**src/rtl/mem_bus_ctrl.sv**
```systemverilog
// mem_bus_ctrl -- memory-stage bus controller.
// Steers CPU accesses to the on-chip synchronous RAM (cs=0) or to external
// memory over a req/ack handshake (cs=1), stalling the CPU until the access
// completes. An external access without ack aborts after TIMEOUT cycles and
// flags a bus error.
// Ports:
//   i_clk, i_rst                     clock, synchronous active-high reset
//   i_cs, i_mem_rd, i_mem_wr         decoder select and CPU request
//   i_addr, i_wdata                  CPU address / write data
//   o_rdata, o_stall, o_bus_err      CPU response
//   o_int_en/we/addr/wdata, i_int_rdata   internal RAM port (1-cycle read)
//   o_ext_req/we/addr/wdata, i_ext_ack, i_ext_rdata   external handshake
module mem_bus_ctrl #(
  parameter int DATA_W  = 32,
  parameter int ADDR_W  = 32,
  parameter int TIMEOUT = 255
) (
  input  logic              i_clk,
  input  logic              i_rst,
  input  logic              i_cs,
  input  logic              i_mem_rd,
  input  logic              i_mem_wr,
  input  logic [ADDR_W-1:0] i_addr,
  input  logic [DATA_W-1:0] i_wdata,
  output logic [DATA_W-1:0] o_rdata,
  output logic              o_stall,
  output logic              o_bus_err,
  output logic              o_int_en,
  output logic              o_int_we,
  output logic [ADDR_W-1:0] o_int_addr,
  output logic [DATA_W-1:0] o_int_wdata,
  input  logic [DATA_W-1:0] i_int_rdata,
  output logic              o_ext_req,
  output logic              o_ext_we,
  output logic [ADDR_W-1:0] o_ext_addr,
  output logic [DATA_W-1:0] o_ext_wdata,
  input  logic              i_ext_ack,
  input  logic [DATA_W-1:0] i_ext_rdata
);

  localparam int               CNT_W    = $clog2(TIMEOUT + 1);
  localparam logic [CNT_W-1:0] CNT_LAST = CNT_W'(TIMEOUT - 1);

  typedef enum logic [1:0] {S_IDLE, S_INT_RD, S_EXT, S_DONE} state_t;

  state_t           r_state, w_next;
  logic [CNT_W-1:0] r_cnt;
  logic             w_req, w_tmo;

  assign w_req       = i_mem_rd | i_mem_wr;
  assign w_tmo       = (r_cnt == CNT_LAST);
  assign o_int_addr  = i_addr;
  assign o_int_wdata = i_wdata;

  always_ff @(posedge i_clk) begin
    if (i_rst) r_state <= S_IDLE;
    else       r_state <= w_next;
  end

  always_comb begin
    w_next   = r_state;
    o_stall  = 1'b0;
    o_int_en = 1'b0;
    o_int_we = 1'b0;
    case (r_state)
      S_IDLE: begin
        if (w_req) begin
          if (i_cs) begin
            o_stall = 1'b1;
            w_next  = S_EXT;
          end else if (i_mem_wr) begin
            // internal write completes in this cycle, no stall
            o_int_en = 1'b1;
            o_int_we = 1'b1;
          end else begin
            o_int_en = 1'b1;
            o_stall  = 1'b1;
            w_next   = S_INT_RD;
          end
        end
      end
      S_INT_RD: begin
        o_stall = 1'b1;
        w_next  = S_DONE;
      end
      S_EXT: begin
        o_stall = 1'b1;
        if (i_ext_ack || w_tmo) w_next = S_DONE;
      end
      // CPU advances on this edge; the still-visible request is dropped
      S_DONE:  w_next = S_IDLE;
      default: w_next = S_IDLE;
    endcase
    if (i_rst) begin
      o_stall  = 1'b0;
      o_int_en = 1'b0;
      o_int_we = 1'b0;
    end
  end

  always_ff @(posedge i_clk) begin
    if (i_rst) begin
      o_rdata     <= '0;
      o_bus_err   <= 1'b0;
      o_ext_req   <= 1'b0;
      o_ext_we    <= 1'b0;
      o_ext_addr  <= '0;
      o_ext_wdata <= '0;
      r_cnt       <= '0;
    end else begin
      case (r_state)
        S_IDLE: begin
          if (w_req && i_cs) begin
            o_ext_addr  <= i_addr;
            o_ext_wdata <= i_wdata;
            o_ext_we    <= i_mem_wr;
            o_ext_req   <= 1'b1;
            r_cnt       <= '0;
          end
        end
        S_INT_RD: o_rdata <= i_int_rdata;
        S_EXT: begin
          r_cnt <= r_cnt + CNT_W'(1);
          // ack in the final cycle wins over the timeout
          if (i_ext_ack) begin
            o_ext_req <= 1'b0;
            if (!o_ext_we) o_rdata <= i_ext_rdata;
          end else if (w_tmo) begin
            o_ext_req <= 1'b0;
            o_bus_err <= 1'b1;
            o_rdata   <= '1;
          end
        end
        S_DONE:  o_bus_err <= 1'b0;
        default: ;
      endcase
    end
  end

endmodule
```
**config.mk**
```make
export PLATFORM = sky130hd
export DESIGN_NAME = mem_bus_ctrl
export DESIGN_NICKNAME = d
export VERILOG_FILES = /design/src/rtl/mem_bus_ctrl.sv
export SDC_FILE = /design/constraint.sdc
export NUM_CORES = 1
export LEC_CHECK = 0
export CAP_MARGIN = 40
export CORE_MARGIN = 2
export CORE_UTILIZATION = 40
export CTS_CLUSTER_SIZE = 28
export DETAILED_ROUTE_END_ITERATION = 10
export GPL_ROUTABILITY_DRIVEN = 1
export GPL_TIMING_DRIVEN = 0
export PLACE_DENSITY = 0.85
export REMOVE_ABC_BUFFERS = 1
export SLEW_MARGIN = 20
export SYNTH_ARGS = -nofsm -noshare
export SYNTH_HDL_FRONTEND = slang
export SYNTH_SLANG_ARGS = --single-unit
export TNS_END_PERCENT = 20
```
**constraint.sdc**
```tcl
create_clock -name i_clk -period 2.35 [get_ports i_clk]
set_input_delay 0.3525 -clock i_clk [delete_from_list [all_inputs] [get_ports i_clk]]
set_output_delay 0.3525 -clock i_clk [all_outputs]
set_load 0.02 [all_outputs]
```
Word level (Yosys, flattened, before mapping):

Cells that the tools add are included.
W data, S select, Z words.

* register bits after elaboration: 109
* input port bits: 134
* output and inout port bits: 166
* logic and storage cells: 67

* $add $sub $neg: 1
* equality and inequality tests: 12
* mux-type cells: 32
* bitwise operators: 1
* reduce and logical (&&, ||, !) cells: 13

Operators with widths (count)
* $mux W32: 3
* $pmux W32 S2: 1
* $mux W1: 18
* $pmux W8 S2: 1
* $reduce_and A3 Y1: 4
* $ne A2 B2 Y1 const B: 5
* $ne A3 B3 Y1 const B: 3
* $add A8 B1 Y8 const B: 1
* $eq A8 B8 Y1 const B: 1
* $mux W2: 4
* $mux W8: 1
* $pmux W2 S4: 1
* $pmux W1 S2: 3
* $reduce_bool A2 Y1: 3
* $eq A2 B2 Y1 const B: 2
* $reduce_and A2 Y1: 2
* $eq A2 B1 Y1 const B: 1
* $logic_not A2 Y1: 1
* $reduce_or A2 Y1: 1
* $logic_and A1 B1 Y1: 1
* $logic_or A1 B1 Y1: 1
* $or A1 B1 Y1: 1

Logic depth before layout (Yosys ltp):

* word-level depth: 5
* gate-level depth with buffers: 8

Least setup slack after synthesis:

No wires, ideal clock.

* kind: register to output
* start point: reg r_state[1]
* end point: out o_stall
* arrival time: 1.853 ns
* data required time: 1.997 ns
* slack: 0.145 ns
* stages on the path, launching flop included: 9
* buffers on the path: 3
* path through: dfxtp_1 inv_1 ha_1 inv_1 clkbuf_1 clkbuf_1 clkbuf_1 o21a_1 nor3_1

* cells in the longest elaborated chain, start to end: 4
* elaborated cells on any way between the ends: 6
* those cells by class: 2 x eq/ne; 2 x mux; 2 x reduce/logical

Ends and longest elaborated chain
* start: declaration: line 46 `state_t r_state, w_next;`
* start signal: assignment: line 57 `else r_state <= w_next;`
* $eq A2 B2 Y1 / $eq A2 B1 Y1 (equally long branches): line 65 `case (r_state)`
* $reduce_or A2 Y1 (no source line)
* $pmux W1 S2 (*): line 65
* $mux W1 (*): line 94 `if (i_rst) begin`
* end: declaration: line 26 `output logic o_stall,`

Every way passes the cells marked *; elsewhere a longest branch is shown, timed or not.

Final worst setup path:

* start point: reg r_state[0]
* end point: reg o_rdata[6]

* cells in the longest elaborated chain, start to end: 3
* elaborated cells on any way between the ends: 7
* those cells by class: 4 x eq/ne; 1 x mux; 2 x reduce/logical

Ends and longest elaborated chain
* $eq A2 B2 Y1 / $eq A2 B1 Y1 (equally long branches): line 111 `case (r_state)`
* $ne A3 B3 Y1 (no source line) / $reduce_bool A2 Y1 (equally long branches)
* $reduce_and A3 Y1 (no source line)
* end signal: assignment: line 121 `S_INT_RD: o_rdata <= i_int_rdata;`
* end signal: assignment: line 127 `if (!o_ext_we) o_rdata <= i_ext_rdata;`
* end: declaration: line 25 `output logic [DATA_W-1:0] o_rdata,`

Parallel ways exist; a longest one is shown, timed or not.
A chain may end at the register's enable or synchronous reset.

==> impl_results.md <==
* CP Capture Point: o_rdata[6]$_SDFFE_PP0P_
* DR pass1 iterations at 5
* Synth top area share at 0.392
* Leak at ~0.0033 µW
* FMAX at 0.451 GHz
* Worst setup startpoint: r_state[0]$_SDFFE_PP0P_
* Max-slew headroom at 0.622
* Setup TNS at 0 ns
* Max IR drop VDD at 0.781 mV
* R2r endpoint: o_rdata[6]$_SDFFE_PP0P_
* Final min period at roughly 2.2 ns
* Top cells by area, synth: dfxtp_1, nand2_1, buf_4
* Post-route ant nets at 0
* Number of synthesized flops with an enable pin at 0
* Clock buffer count from CTS at 9
* Die width at around 120 µm
* CTS tree: done
* CP peak stage delay at around 0.46 ns
* Reg clk slew, reported paths at ~0.08 ns
* Chip height at 122 µm
* CP Launch Type: flip-flop
* Iter 0 DRT Violations at 395
* Deepest clock path buffer count at 2
* Max Cap Violations at 0
* Fin nets at slightly above 1,000
* P&R area growth vs syn at 53.6%
* Least-Margin Pin Slew at between 0.5 and 0.6 ns
* Crit path cell chain: inv_1, ha_4, and2_2, nand2_2, a221o_1
* FF-to-FF Start: r_state[0]$_SDFFE_PP0P_
* Hold slack at roughly 0.43 ns
* Final Max Slew Viols at 0
* Starting density of the core at 0.405
* Fillers at 1,159
* Initial antenna violation count at 0
* Unique masters post-synth at 46
* Top cell type by total area after synthesis: dfxtp_1
* Most common cell in the netlist: nand2_1
* Ys Warns at 0
* Period utilisation layout at 0.944
* Clock Latency Late Sink at around 0.35 ns
* Commonest cells in the netlist: nand2_1, dfxtp_1, a21oi_1
* Detailed Place HPWL at about 13,000 µm
* Total grt overflow at 0
* Reg-to-reg slack, setup at between 0.1 and 0.15 ns
* Vias in the first global route at approximately 5,300
* Layout cells sized above 1 at 0.0466
* H-tree depth at 3
* Endpoints failing setup at 0
* Max FO, Critical Path at 38
* Hold Path Origin: i_rst
* Post-route DRC at 0
* Netlist Area Pre-Place at around 5600 µm²
* Post-synthesis sequential area ratio at 0.392
* Tot GR Track Use at 0.244
* FFs w/ async S/R, synth at 0
* CP Class: reg2reg
* Status: finished clean
* Unrepaired setup endpoints after global routing: no
* Slowest CP cell: ha_4
* Sink Count at 109
* Root Buffer: clkbuf_16
* Largest net degree at the start of global routing at between 70 and 80
* Reg2reg path depth at 5
* CP required at 2.59 ns
* Avg Inst Size Synth at approximately 8 µm²
* DIE AREA at about 15,000 µm²
* Via-to-Cell Ratio at roughly 5.2
* HP Class: in2reg
* Final Hold Viols at 0
* Worst Skew at around 0.0075 ns
* WL/cell at roughly 17 µm
* First-pass GRT wire length at ~28,000 µm
* Ys flop type: dfxtp_1
* Vias at about 5,600
* CP Data Arrival Time at ~2.5 ns
* Pwr Density at between 900 and 1000 nW/µm²
* Antenna diodes at 0
* Yosys reg bits at 109
* Syn Inst Count at ~700
* Global placement routability congestion at 0.835
* # port buffers at between 200 and 300
* WL final at 18,900 µm
* Core ar. at roughly 14,000 µm²
* CP Capture Type: flip-flop
* Row count at 43
* Top Ports at 300
==> cell families after synthesis <==
| kind of cell | count (synthesis) | share of synthesized area |
|---|---|---|
| flops | 109 | 0.392 |
| xor+xnor | 4 | 0.00630 |
| simple gates | 297 | 0.265 |
| buf+inv | 132 | 0.138 |
| compound gates | 150 | 0.185 |
| mux | 1 | 0.00180 |
| fa+ha+maj | 5 | 0.0112 |
==> cells in the final DEF, fill, tap and decap left out, types with 7 or more instances in the layout <==
| cell type | instances |
|---|---|
| nor2_1 | 58 |
| clkbuf_16 | 9 |
| and4_1 | 33 |
| a221o_1 | 17 |
| o21bai_1 | 15 |
| buf_4 | 7 |
| nor2b_1 | 34 |
| nor4_1 | 18 |
| a2111oi_0 | 14 |
| a21oi_1 | 70 |
| clkdlybuf4s50_1 | 295 |
| a211o_1 | 15 |
| nand2_1 | 131 |
| dfxtp_1 | 108 |
==> metrics by stage <==
| step | instance area, µm² | power (µW) | util | setup WS [ns] | std cells |
|---|---|---|---|---|---|
| floorplan | 4820 | 4530 | - | -0.960 | 573 |
| global placement | 8040 | 6310 | 0.586 | -3.30 | 1052 |
| detailed placement | 8200 | 6550 | 0.598 | -0.577 | 1062 |
| CTS | 8520 | 8210 | 0.621 | -0.0238 | 1079 |
| global route | 8540 | 8630 | 0.623 | 0.00130 | 1081 |
| finish | 8540 | 8180 | 0.623 | 0.131 | 1081 |
==> worst max-delay path: cells and delay by family (launching register included) <==
family / cells / cell delay [ns]
and+or+nand+nor: 2 / 0.77
adders and majority gates: 1 / 0.46
AOI/OAI and AO/OA: 1 / 0.41
DFF: 1 / 0.32
buffers and inverters: 1 / 0.12
==> what timing repair did <==
item	4_1_cts	5_1_grt
endpoints found under the setup margin	22	41
hold buffers	0	0
buffers inserted	1	2
resized for setup	7	7
pin swaps	0	1
==> how the worst min path moves through the flow <==
stage | slack, ns | to | depth (start not counted)
2_1_floorplan | 0.42 | o_bus_err$_SDFFE_PP0P_ | 1
3_3_place_gp | 0.44 | o_ext_addr[12]$_SDFFE_PP0P_ | 2
3_5_place_dp | 0.45 | o_ext_wdata[26]$_SDFFE_PP0P_ | 2
4_1_cts | 0.42 | o_ext_wdata[21]$_SDFFE_PP0P_ | 2
5_1_grt | 0.43 | o_ext_wdata[15]$_SDFFE_PP0P_ | 2
6_report | 0.43 | o_ext_wdata[15]$_SDFFE_PP0P_ | 2
==> where the power goes <==
group          leakage (µW)  internal (µW)  switching, µW
registers          0.000892           2300            218
logic               0.00222           1830           2250
clock network      0.000145            840            730
==> routing by layer <==
metal / GRT usage / part of all wire / routed length, µm
met1: 0.282 / 0.39 / 7430
met2: 0.412 / 0.48 / 9010
met3: 0.0726 / 0.087 / 1650
met4: 0.121 / 0.043 / 821
met5: 0 / 0 / 0
==> final cells by class <==
cell class                 instances  area [µm²]  share of cell area
tap                              180         225              0.0264
timing repair buffer             312        3160               0.370
multi-input combinational        457        2650               0.310
sequential                       109        2180               0.256
clock buffer                      10         229              0.0268
clock inverter                     6        71.3             0.00835
inverter                           7        26.3             0.00308
==> sequential cells by signal, summed over array words and instances, names as in the netlist <==
signal	cells
o_ext_we	1
o_ext_wdata	32
o_ext_req	1
o_bus_err	1
r_cnt	8
r_state	2
o_ext_addr	32
o_rdata	32
Power figures use the tool's default switching activity.
